`src/rtl/trap_ctrl.sv`:
```
// Trap sequencer: arbitrates exceptions, MRET and machine interrupts, then strobes
// the CSR trap-entry / mode-change inputs, flushes the pipe and redirects fetch.
module trap_ctrl #(
   parameter int DRAIN_CYCLES    = 2,
   parameter int INT_SYNC_STAGES = 2
) (
   input  logic        clk_i,
   input  logic        rst_i,
   input  logic        mmu_wait_i,
   input  logic        exc_en_i,
   input  logic [31:0] exc_code_i,
   input  logic [31:0] exc_pc_i,
   input  logic        mret_en_i,
   input  logic [31:0] mepc_i,
   input  logic        int_soft_i,
   input  logic        int_timer_i,
   input  logic        int_ext_i,
   input  logic        int_pc_valid_i,
   input  logic [31:0] int_pc_i,
   input  logic        int_allow_i,
   input  logic [1:0]  trap_vec_mode_i,
   input  logic [31:0] trap_vec_base_i,
   output logic        trap_en_o,
   output logic [31:0] trap_code_o,
   output logic [31:0] trap_pc_o,
   output logic        chmode_do_o,
   output logic [1:0]  chmode_to_o,
   output logic        flush_o,
   output logic        jmp_do_o,
   output logic [31:0] jmp_pc_o,
   output logic        busy_o
);

   // state    | meaning
   // IDLE     | waiting for a request (accepted only when mmu_wait_i is low)
   // COMMIT   | trap-entry or mode-change strobe, flush
   // REDIRECT | fetch redirect strobe, flush
   // DRAIN    | flush held for DRAIN_CYCLES cycles
   typedef enum logic [1:0] {IDLE, COMMIT, REDIRECT, DRAIN} state_t;

   localparam logic [3:0] DRAIN_LOAD = 4'((DRAIN_CYCLES > 0) ? DRAIN_CYCLES - 1 : 0);

   state_t state_q;
   logic [INT_SYNC_STAGES-1:0][2:0] sync_q;
   logic [3:0]  drain_cnt_q;
   logic [31:0] target_q;
   logic        trap_en_q, chmode_do_q, flush_q, jmp_do_q;
   logic [31:0] trap_code_q, trap_pc_q, jmp_pc_q;

   logic [2:0]  pend;
   logic [3:0]  cause_d;
   logic        accept_d, is_mret_d;
   logic [31:0] code_d, pc_d, target_d;

   // sync lanes are {ext, soft, timer}
   always_comb begin
      pend      = sync_q[INT_SYNC_STAGES-1] & {3{int_allow_i & int_pc_valid_i}};
      cause_d   = pend[2] ? 4'd11 : (pend[1] ? 4'd3 : 4'd7);
      accept_d  = (state_q == IDLE) && !mmu_wait_i && (exc_en_i || mret_en_i || (|pend));
      is_mret_d = !exc_en_i && mret_en_i;
      code_d    = exc_en_i ? exc_code_i : {1'b1, 27'b0, cause_d};
      pc_d      = exc_en_i ? exc_pc_i : int_pc_i;
      if (exc_en_i)
         target_d = trap_vec_base_i;
      else if (mret_en_i)
         target_d = mepc_i;
      else if (trap_vec_mode_i == 2'b01)
         target_d = trap_vec_base_i + {26'b0, cause_d, 2'b00};
      else
         target_d = trap_vec_base_i;
   end

   always_ff @(posedge clk_i or posedge rst_i) begin
      if (rst_i) begin
         state_q     <= IDLE;
         sync_q      <= '0;
         drain_cnt_q <= '0;
         target_q    <= '0;
         trap_en_q   <= 1'b0;
         chmode_do_q <= 1'b0;
         flush_q     <= 1'b0;
         jmp_do_q    <= 1'b0;
         trap_code_q <= '0;
         trap_pc_q   <= '0;
         jmp_pc_q    <= '0;
      end else begin
         sync_q[0] <= {int_ext_i, int_soft_i, int_timer_i};
         for (int i = 1; i < INT_SYNC_STAGES; i++)
            sync_q[i] <= sync_q[i-1];

         trap_en_q   <= 1'b0;
         chmode_do_q <= 1'b0;
         jmp_do_q    <= 1'b0;
         jmp_pc_q    <= '0;

         case (state_q)
            IDLE: begin
               flush_q <= 1'b0;
               if (accept_d) begin
                  state_q     <= COMMIT;
                  flush_q     <= 1'b1;
                  trap_en_q   <= !is_mret_d;
                  chmode_do_q <= is_mret_d;
                  target_q    <= target_d;
                  // MRET writes neither mcause nor mepc, so the last trap fields stay
                  if (!is_mret_d) begin
                     trap_code_q <= code_d;
                     trap_pc_q   <= pc_d;
                  end
               end
            end
            COMMIT: begin
               state_q  <= REDIRECT;
               jmp_do_q <= 1'b1;
               jmp_pc_q <= target_q;
               flush_q  <= 1'b1;
            end
            REDIRECT: begin
               if (DRAIN_CYCLES == 0) begin
                  state_q <= IDLE;
                  flush_q <= 1'b0;
               end else begin
                  state_q     <= DRAIN;
                  drain_cnt_q <= DRAIN_LOAD;
                  flush_q     <= 1'b1;
               end
            end
            DRAIN: begin
               if (drain_cnt_q == 4'd0) begin
                  state_q <= IDLE;
                  flush_q <= 1'b0;
               end else begin
                  drain_cnt_q <= drain_cnt_q - 4'd1;
               end
            end
            default: begin
               state_q <= IDLE;
               flush_q <= 1'b0;
            end
         endcase
      end
   end

   assign trap_en_o   = trap_en_q;
   assign trap_code_o = trap_code_q;
   assign trap_pc_o   = trap_pc_q;
   assign chmode_do_o = chmode_do_q;
   assign chmode_to_o = 2'b11;
   assign flush_o     = flush_q;
   assign jmp_do_o    = jmp_do_q;
   assign jmp_pc_o    = jmp_pc_q;
   assign busy_o      = (state_q != IDLE);

endmodule
```
`config.mk`:
```
export PLATFORM = sky130hd
export DESIGN_NAME = trap_ctrl
export DESIGN_NICKNAME = d
export VERILOG_FILES = /design/src/rtl/trap_ctrl.sv
export SDC_FILE = /design/constraint.sdc
export NUM_CORES = 1
export LEC_CHECK = 0
export CAP_MARGIN = 20
export CORE_MARGIN = 2
export CORE_UTILIZATION = 47
export DETAILED_ROUTE_END_ITERATION = 12
export HOLD_SLACK_MARGIN = 0.1
export PLACE_DENSITY = 0.86
export SLEW_MARGIN = 30
export SYNTH_ARGS = -nofsm -noshare
export SYNTH_HDL_FRONTEND = slang
export SYNTH_SLANG_ARGS = --single-unit
export TNS_END_PERCENT = 30
```
`constraint.sdc`:
```
create_clock -name clk_i -period 13.8 [get_ports clk_i]
set_input_delay 2.76 -clock clk_i [delete_from_list [all_inputs] [get_ports clk_i]]
set_output_delay 2.76 -clock clk_i [all_outputs]
set_load 0.005 [all_outputs]
```
Word-level counts from Yosys, hierarchy flattened
Cells that the tools add are included.
{"block": "word_totals", "elab_cells": 63, "output_inout_bits": 103, "regBits": 144, "in_bits": 172}
{"block": "op_classes", "n_bitwise": 3, "n_mux": 21, "n_reduce_logical": 18, "n_eq_ne": 7, "add_sub_neg": 2}
{"cell": "32-bit 2-to-1 mux", "count": 6}
{"cell": "32-bit by 6-bit adder with 32-bit output", "count": 1}
{"cell": "4-bit 2-to-1 mux", "count": 2}
{"cell": "2-bit case mux with 4 select lines", "count": 1}
{"cell": "4-bit case mux with 2 select lines", "count": 1}
{"cell": "1-bit 2-to-1 mux", "count": 7}
{"cell": "2-bit != test (second input constant)", "count": 3}
{"cell": "2-bit AND reduction", "count": 3}
{"cell": "2-bit by 1-bit == test with 1-bit output (second input constant)", "count": 2}
{"cell": "2-bit == test (second input constant)", "count": 2}
{"cell": "4-bit logical NOT", "count": 1}
{"cell": "2-bit 2-to-1 mux", "count": 2}
{"cell": "2-bit nonzero test", "count": 2}
{"cell": "4-bit by 1-bit subtractor with 4-bit output (second input constant)", "count": 1}
{"cell": "3-bit bitwise AND", "count": 1}
{"cell": "1-bit logical AND", "count": 3}
{"cell": "1-bit logical NOT", "count": 3}
{"cell": "3-bit 2-to-1 mux", "count": 1}
{"cell": "1-bit case mux with 3 select lines", "count": 1}
{"cell": "3-bit AND reduction", "count": 1}
{"cell": "3-bit OR reduction", "count": 1}
{"cell": "2-bit logical NOT", "count": 1}
{"cell": "1-bit logical OR", "count": 2}
{"cell": "2-bit OR reduction", "count": 1}
{"cell": "other kinds (2)", "count": 2}

Logic depth before layout (Yosys ltp)
{"block": "logic_depth", "depth_word": 8, "ltp_mapped": 10, "ltp_nobuf": 7}

Worst setup path before layout
Ideal clock, no wire load.
{"block": "synth_path", "path_type": "input port to flip-flop", "startpoint": "input int_pc_valid_i", "endpoint": "register target_q[26]", "slack_ns": 9.358, "setup_ns": 0.095, "path_buffers": 1, "cell_stages": 8, "arrival_ns": 4.346, "t_required_ns": 13.705, "path_cell_list": "o211ai_1 > ha_1 > or2b_1 > a2111oi_4 > buf_6 > nand3_2 > xor2_1 > o31ai_1"}
{"block": "synth_via", "elab_chain_cells": 8, "word_cells_on_any_way": 12, "cone_classes": "add/sub: 1; mux: 5; bitwise: 2; reduce/logical: 4"}
{"item": "start: declaration", "line": "18", "source": "input logic int_pc_valid_i,"}
{"item": "1-bit bitwise AND (*)", "line": "57", "source": "pend = sync_q[INT_SYNC_STAGES-1] & {3{int_allow_i & int_pc_valid_i}};"}
{"item": "3-bit bitwise AND (*)", "line": "57"}
{"item": "3-bit 2-to-1 mux", "line": "58", "source": "cause_d = pend[2] ? 4'd11 : (pend[1] ? 4'd3 : 4'd7);"}
{"item": "4-bit 2-to-1 mux", "line": "58"}
{"item": "32-bit by 6-bit adder with 32-bit output", "line": "68", "source": "target_d = trap_vec_base_i + {26'b0, cause_d, 2'b00};"}
{"item": "32-bit 2-to-1 mux", "line": "67", "source": "else if (trap_vec_mode_i == 2'b01)"}
{"item": "32-bit 2-to-1 mux", "line": "65", "source": "else if (mret_en_i)"}
{"item": "32-bit 2-to-1 mux", "line": "63", "source": "if (exc_en_i)"}
{"item": "end signal: assignment", "line": "104", "source": "target_q <= target_d;"}
{"item": "end: declaration", "line": "46", "source": "logic [31:0] target_q;"}
Every way passes the cells marked *; elsewhere a longest branch is shown, timed or not.
A chain may end at the register's enable or synchronous reset.

Worst setup path in the final report
{"block": "layout_path", "startpoint": "input exc_en_i", "endpoint": "register trap_code_q[6], in the netlist trap_code_o[6]"}
{"block": "layout_via", "elab_chain_cells": 4, "word_cells_on_any_way": 8, "cone_classes": "mux: 1; bitwise: 1; reduce/logical: 6"}
{"item": "start: declaration", "line": "10", "source": "input logic exc_en_i,"}
{"item": "1-bit logical OR or 1-bit logical NOT (tied branches)", "line": "59, 60"}
{"item": "1-bit logical OR or 1-bit logical AND (tied branches)", "line": "59, 60"}
{"item": "1-bit logical AND or 1-bit inverter (tied branches)"}
{"item": "3-bit AND reduction (no line)"}
{"item": "end signal: assignment", "line": "107", "source": "trap_code_q <= code_d;"}
{"item": "end: declaration", "line": "48", "source": "logic [31:0] trap_code_q, trap_pc_q, jmp_pc_q;"}
Several ways; a longest one is shown, not always the timed one.

==> flow_summary.json <==
{
  "totalNegativeSetupSlack_ns": 0,
  "async_reset_ff_share_pct": 100,
  "maximum_number_of_pins_on_one_net_before_global_route_repair": 97,
  "postLayoutCellArea_sq_um": 10200,
  "synth.ff_latch_count": 144,
  "synthCells": 636,
  "p_clk_share_pct": 25.4,
  "vias": 6073,
  "timing.max_slew.rel_slack_pct": 42.3,
  "boundaryPins": 275,
  "total_count_of_max_transition_violations_in_the_final_report": 0,
  "endpoint_kind": "flip-flop",
  "yosys.cell_types.count": 73,
  "via_density_per_instance": 5.59,
  "utilization_pct": 71.1,
  "number_of_maximum_capacitance_violations": 0,
  "grt.met2_usage_pct": 43.2,
  "antenna_found_initial": 0,
  "drt-wirelength-per-cell_um": 18.7,
  "tritoncts_clock_tree": "done",
  "layout.cells.non_filler": 1087,
  "cell_area_after_placement_sq_um": 9630,
  "post-place-cells": 1057,
  "fmax_mhz": 182,
  "tightest_slew_ns": 0.865,
  "worst_slack_ns": 8.32,
  "yosysSeqAreaShare_pct": 52.7,
  "cellInternalPower_mw": 1.26,
  "cts_htree_levels": 4,
  "drive_above_1_share_pct": 6.64,
  "power.sequential.fraction_pct": 38.6,
  "run_status": "complete, no violations",
  "row_count": 44,
  "grt_use_met3_pct": 7.30,
  "global_route.usage.met1_pct": 32.8,
  "rsz_0062_raised_after_global_routing": "no",
  "combinationalPowerShare_pct": 36.0,
  "synth.cell_area_sq_um": 6840,
  "mostFrequentLayoutCell": "sky130_fd_sc_hd__clkdlybuf4s50_1",
  "clock_skew_ns": 0.00643,
  "drcViolationCount": 0,
  "fill_cells": 1012,
  "grt-ovfl-total": 0,
  "final_nets": 1074,
  "syn_avg_cell_area_sq_um": 10.8,
  "preCtsSetupSlack_ns": 7.92,
  "die_h_um": 125,
  "hold_buffers": 0,
  "drt-initial-drc-count": 455,
  "cts_sinks": 144,
  "cp.required_ns": 14.10,
  "numPortBuffers": 272,
  "routed_wirelength_um": 20300,
  "die_area_sq_um": 15500,
  "number_of_search_and_repair_iterations_in_the_first_detailed_routing_pass": 6,
  "switchingPower_uw": 528,
  "most-common-layout-cells": "sky130_fd_sc_hd__clkdlybuf4s50_1, sky130_fd_sc_hd__dfrtp_1, sky130_fd_sc_hd__nand2_1, sky130_fd_sc_hd__o21ai_0, sky130_fd_sc_hd__mux2i_1",
  "die_w_um": 125,
  "final_antenna_net_count": 0,
  "synth_enable_flop_cells": 0,
  "diodes": 0,
  "power_density_nw_per_um2": 175,
  "clock_tree_root_buffer_cell": "sky130_fd_sc_hd__clkbuf_16",
  "core_area_sq_um": 14400,
  "path_max_fanout": 96,
  "final_hold_violating_endpoints": 0,
  "setup.worst_path.class": "primary input to flip-flop",
  "cts.repair.resized": 0,
  "fin_crit_ns": 5.48,
  "globalplace.congestion": 0.875,
  "layout_worst_path_cycle_share_pct": 39.7,
  "post-cts-setup-buffer-count": 0,
  "layout-area-overhead-vs-synth_pct": 49.5,
  "classification_of_the_worst_slack_hold_path": "flip-flop to flip-flop",
  "arrival_ns": 5.78,
  "clock_insertion_delay_at_the_later_pin_of_the_skew_report_ns": 0.42,
  "dpl.hpwl_um": 14600,
  "swShare_pct": 29.5,
  "ys.warnings.count": 0,
  "clk_pin_slew_ns": 0.06,
  "via_count_of_the_first_global_routing_pass": 5972,
  "first_pass_grt_wire_length_um": 31900,
  "peak_ir_drop_on_the_vdd_network_v": 0.0000930,
  "final-setup-viol-count": 0,
  "grt_usage_pct": 26.4,
  "cts_buffer_depth": 2,
  "cp-start-kind": "primary input",
  "cellLeakagePower_nw": 4.40,
  "initial_utilization_pct": 47.6,
  "grt-busiest-layer": "met2",
  "cts_made_buffers": 17,
  "ys_dominant_reg_cell": "sky130_fd_sc_hd__dfrtp_1"
}
power by group through the flow:
| stage | Sequential [mW] | Combinational [mW] | Clock [mW] |
|---|---|---|---|
| 2_1_floorplan | 0.686 | 0.270 | 0 |
| 3_3_place_gp | 0.690 | 0.627 | 0 |
| 3_5_place_dp | 0.694 | 0.649 | 0 |
| 4_1_cts | 0.691 | 0.652 | 0.460 |
| 5_1_grt | 0.711 | 0.700 | 0.482 |
| 6_report | 0.692 | 0.645 | 0.454 |
final timing paths:
check / endpoint / cells past startpoint / from / slack (ns)
worst max-delay path: trap_code_o[6]$_DFFE_PP0P_ / 6 / exc_en_i / 8.32
worst min-delay path: sync_q[4]$_DFF_PP0_ / 0 / sync_q[1]$_DFF_PP0_ / 0.35
worst max register to register: trap_code_o[6]$_DFFE_PP0P_ / 6 / state_q[0]$_DFFE_PP0P_ / 10.74
worst min register to register: sync_q[4]$_DFF_PP0_ / 0 / sync_q[1]$_DFF_PP0_ / 0.35
max in group asynchronous: target_q[20]$_DFFE_PP0P_ / 4 / rst_i / 9.86
min in group asynchronous: jmp_pc_o[7]$_DFF_PP0_ / 2 / rst_i / 2.79
per-layer routing:
metal | share of wire (%) | vias to the layer above
met5 | 0 | -
met4 | 3.3 | 0
met3 | 8.4 | 55
met2 | 49 | 342
met1 | 39 | 2877
li1 | - | 2799
state kept, by name (all words and copies together), names as in the netlist:
register     count
trap_pc_o       32
sync_q           6
trap_en_o        1
drain_cnt_q      4
trap_code_o     32
flush_o          1
target_q        32
jmp_pc_o        32
chmode_do_o      1
state_q          2
jmp_do_o         1
cell usage after synthesis (4+ instances only):
cell type,instances,area share [%]
sky130_fd_sc_hd__and2_1,35,3.2
sky130_fd_sc_hd__mux2i_1,39,5.7
sky130_fd_sc_hd__nand2b_1,6,0.55
sky130_fd_sc_hd__xnor2_1,5,0.64
sky130_fd_sc_hd__ha_1,10,1.8
sky130_fd_sc_hd__nand4_1,7,0.64
sky130_fd_sc_hd__nand2_1,67,3.7
sky130_fd_sc_hd__a221oi_1,8,1.0
sky130_fd_sc_hd__and3_1,10,0.91
sky130_fd_sc_hd__clkbuf_1,20,1.1
sky130_fd_sc_hd__o21ai_1,7,0.51
sky130_fd_sc_hd__nor2b_1,5,0.46
sky130_fd_sc_hd__a22o_1,29,3.7
sky130_fd_sc_hd__buf_2,10,0.73
sky130_fd_sc_hd__dfrtp_1,144,53
sky130_fd_sc_hd__xor2_1,11,1.4
sky130_fd_sc_hd__a21oi_1,21,1.5
sky130_fd_sc_hd__buf_6,4,0.66
sky130_fd_sc_hd__o31ai_1,10,1.1
sky130_fd_sc_hd__inv_1,11,0.60
sky130_fd_sc_hd__nor2_1,23,1.3
sky130_fd_sc_hd__nor3_1,7,0.51
sky130_fd_sc_hd__o21ai_0,51,3.7
sky130_fd_sc_hd__a31oi_1,4,0.37
sky130_fd_sc_hd__nand3_1,11,0.80
sky130_fd_sc_hd__o22ai_1,10,0.91
cells by family (layout without fill, tap and decap cells):
kind of cell / count (synthesis) / count (layout) / share of synthesized area, %
fa+ha+maj: 10 / 10 / 1.83
xor+xnor: 16 / 16 / 2.05
other cells: 1 / 2 / 0.0548
mux: 40 / 40 / 5.87
simple gates: 194 / 194 / 15.2
compound gates: 176 / 176 / 18.0
flops: 144 / 144 / 52.7
buf+inv: 55 / 321 / 4.24
through the flow:
step                power (mW)  hold WS, ns
floorplan                0.956        0.331
global placement          1.32        0.334
detailed placement        1.34        0.335
CTS                       1.80        0.347
global route              1.89        0.361
finish                    1.79        0.346
area by class of cell:
type / instances / area, sq um / share of cell area (%)
multi-input combinational: 438 / 2970 / 29.0
clock inverter: 6 / 80.1 / 0.783
inverter: 13 / 53.8 / 0.526
tap: 184 / 230 / 2.25
timing repair buffer: 278 / 2780 / 27.2
clock buffer: 24 / 502 / 4.91
sequential: 144 / 3600 / 35.3
critical path, stage by stage:
cell and delay [ns]:
sky130_fd_sc_hd__buf_2 0.08, sky130_fd_sc_hd__buf_4 0.64, sky130_fd_sc_hd__nor2_1 0.33, sky130_fd_sc_hd__a21oi_2 0.77
sky130_fd_sc_hd__nand2_4 0.69, sky130_fd_sc_hd__a22o_1 0.46
Note: power is estimated with default switching activity, not from simulation.
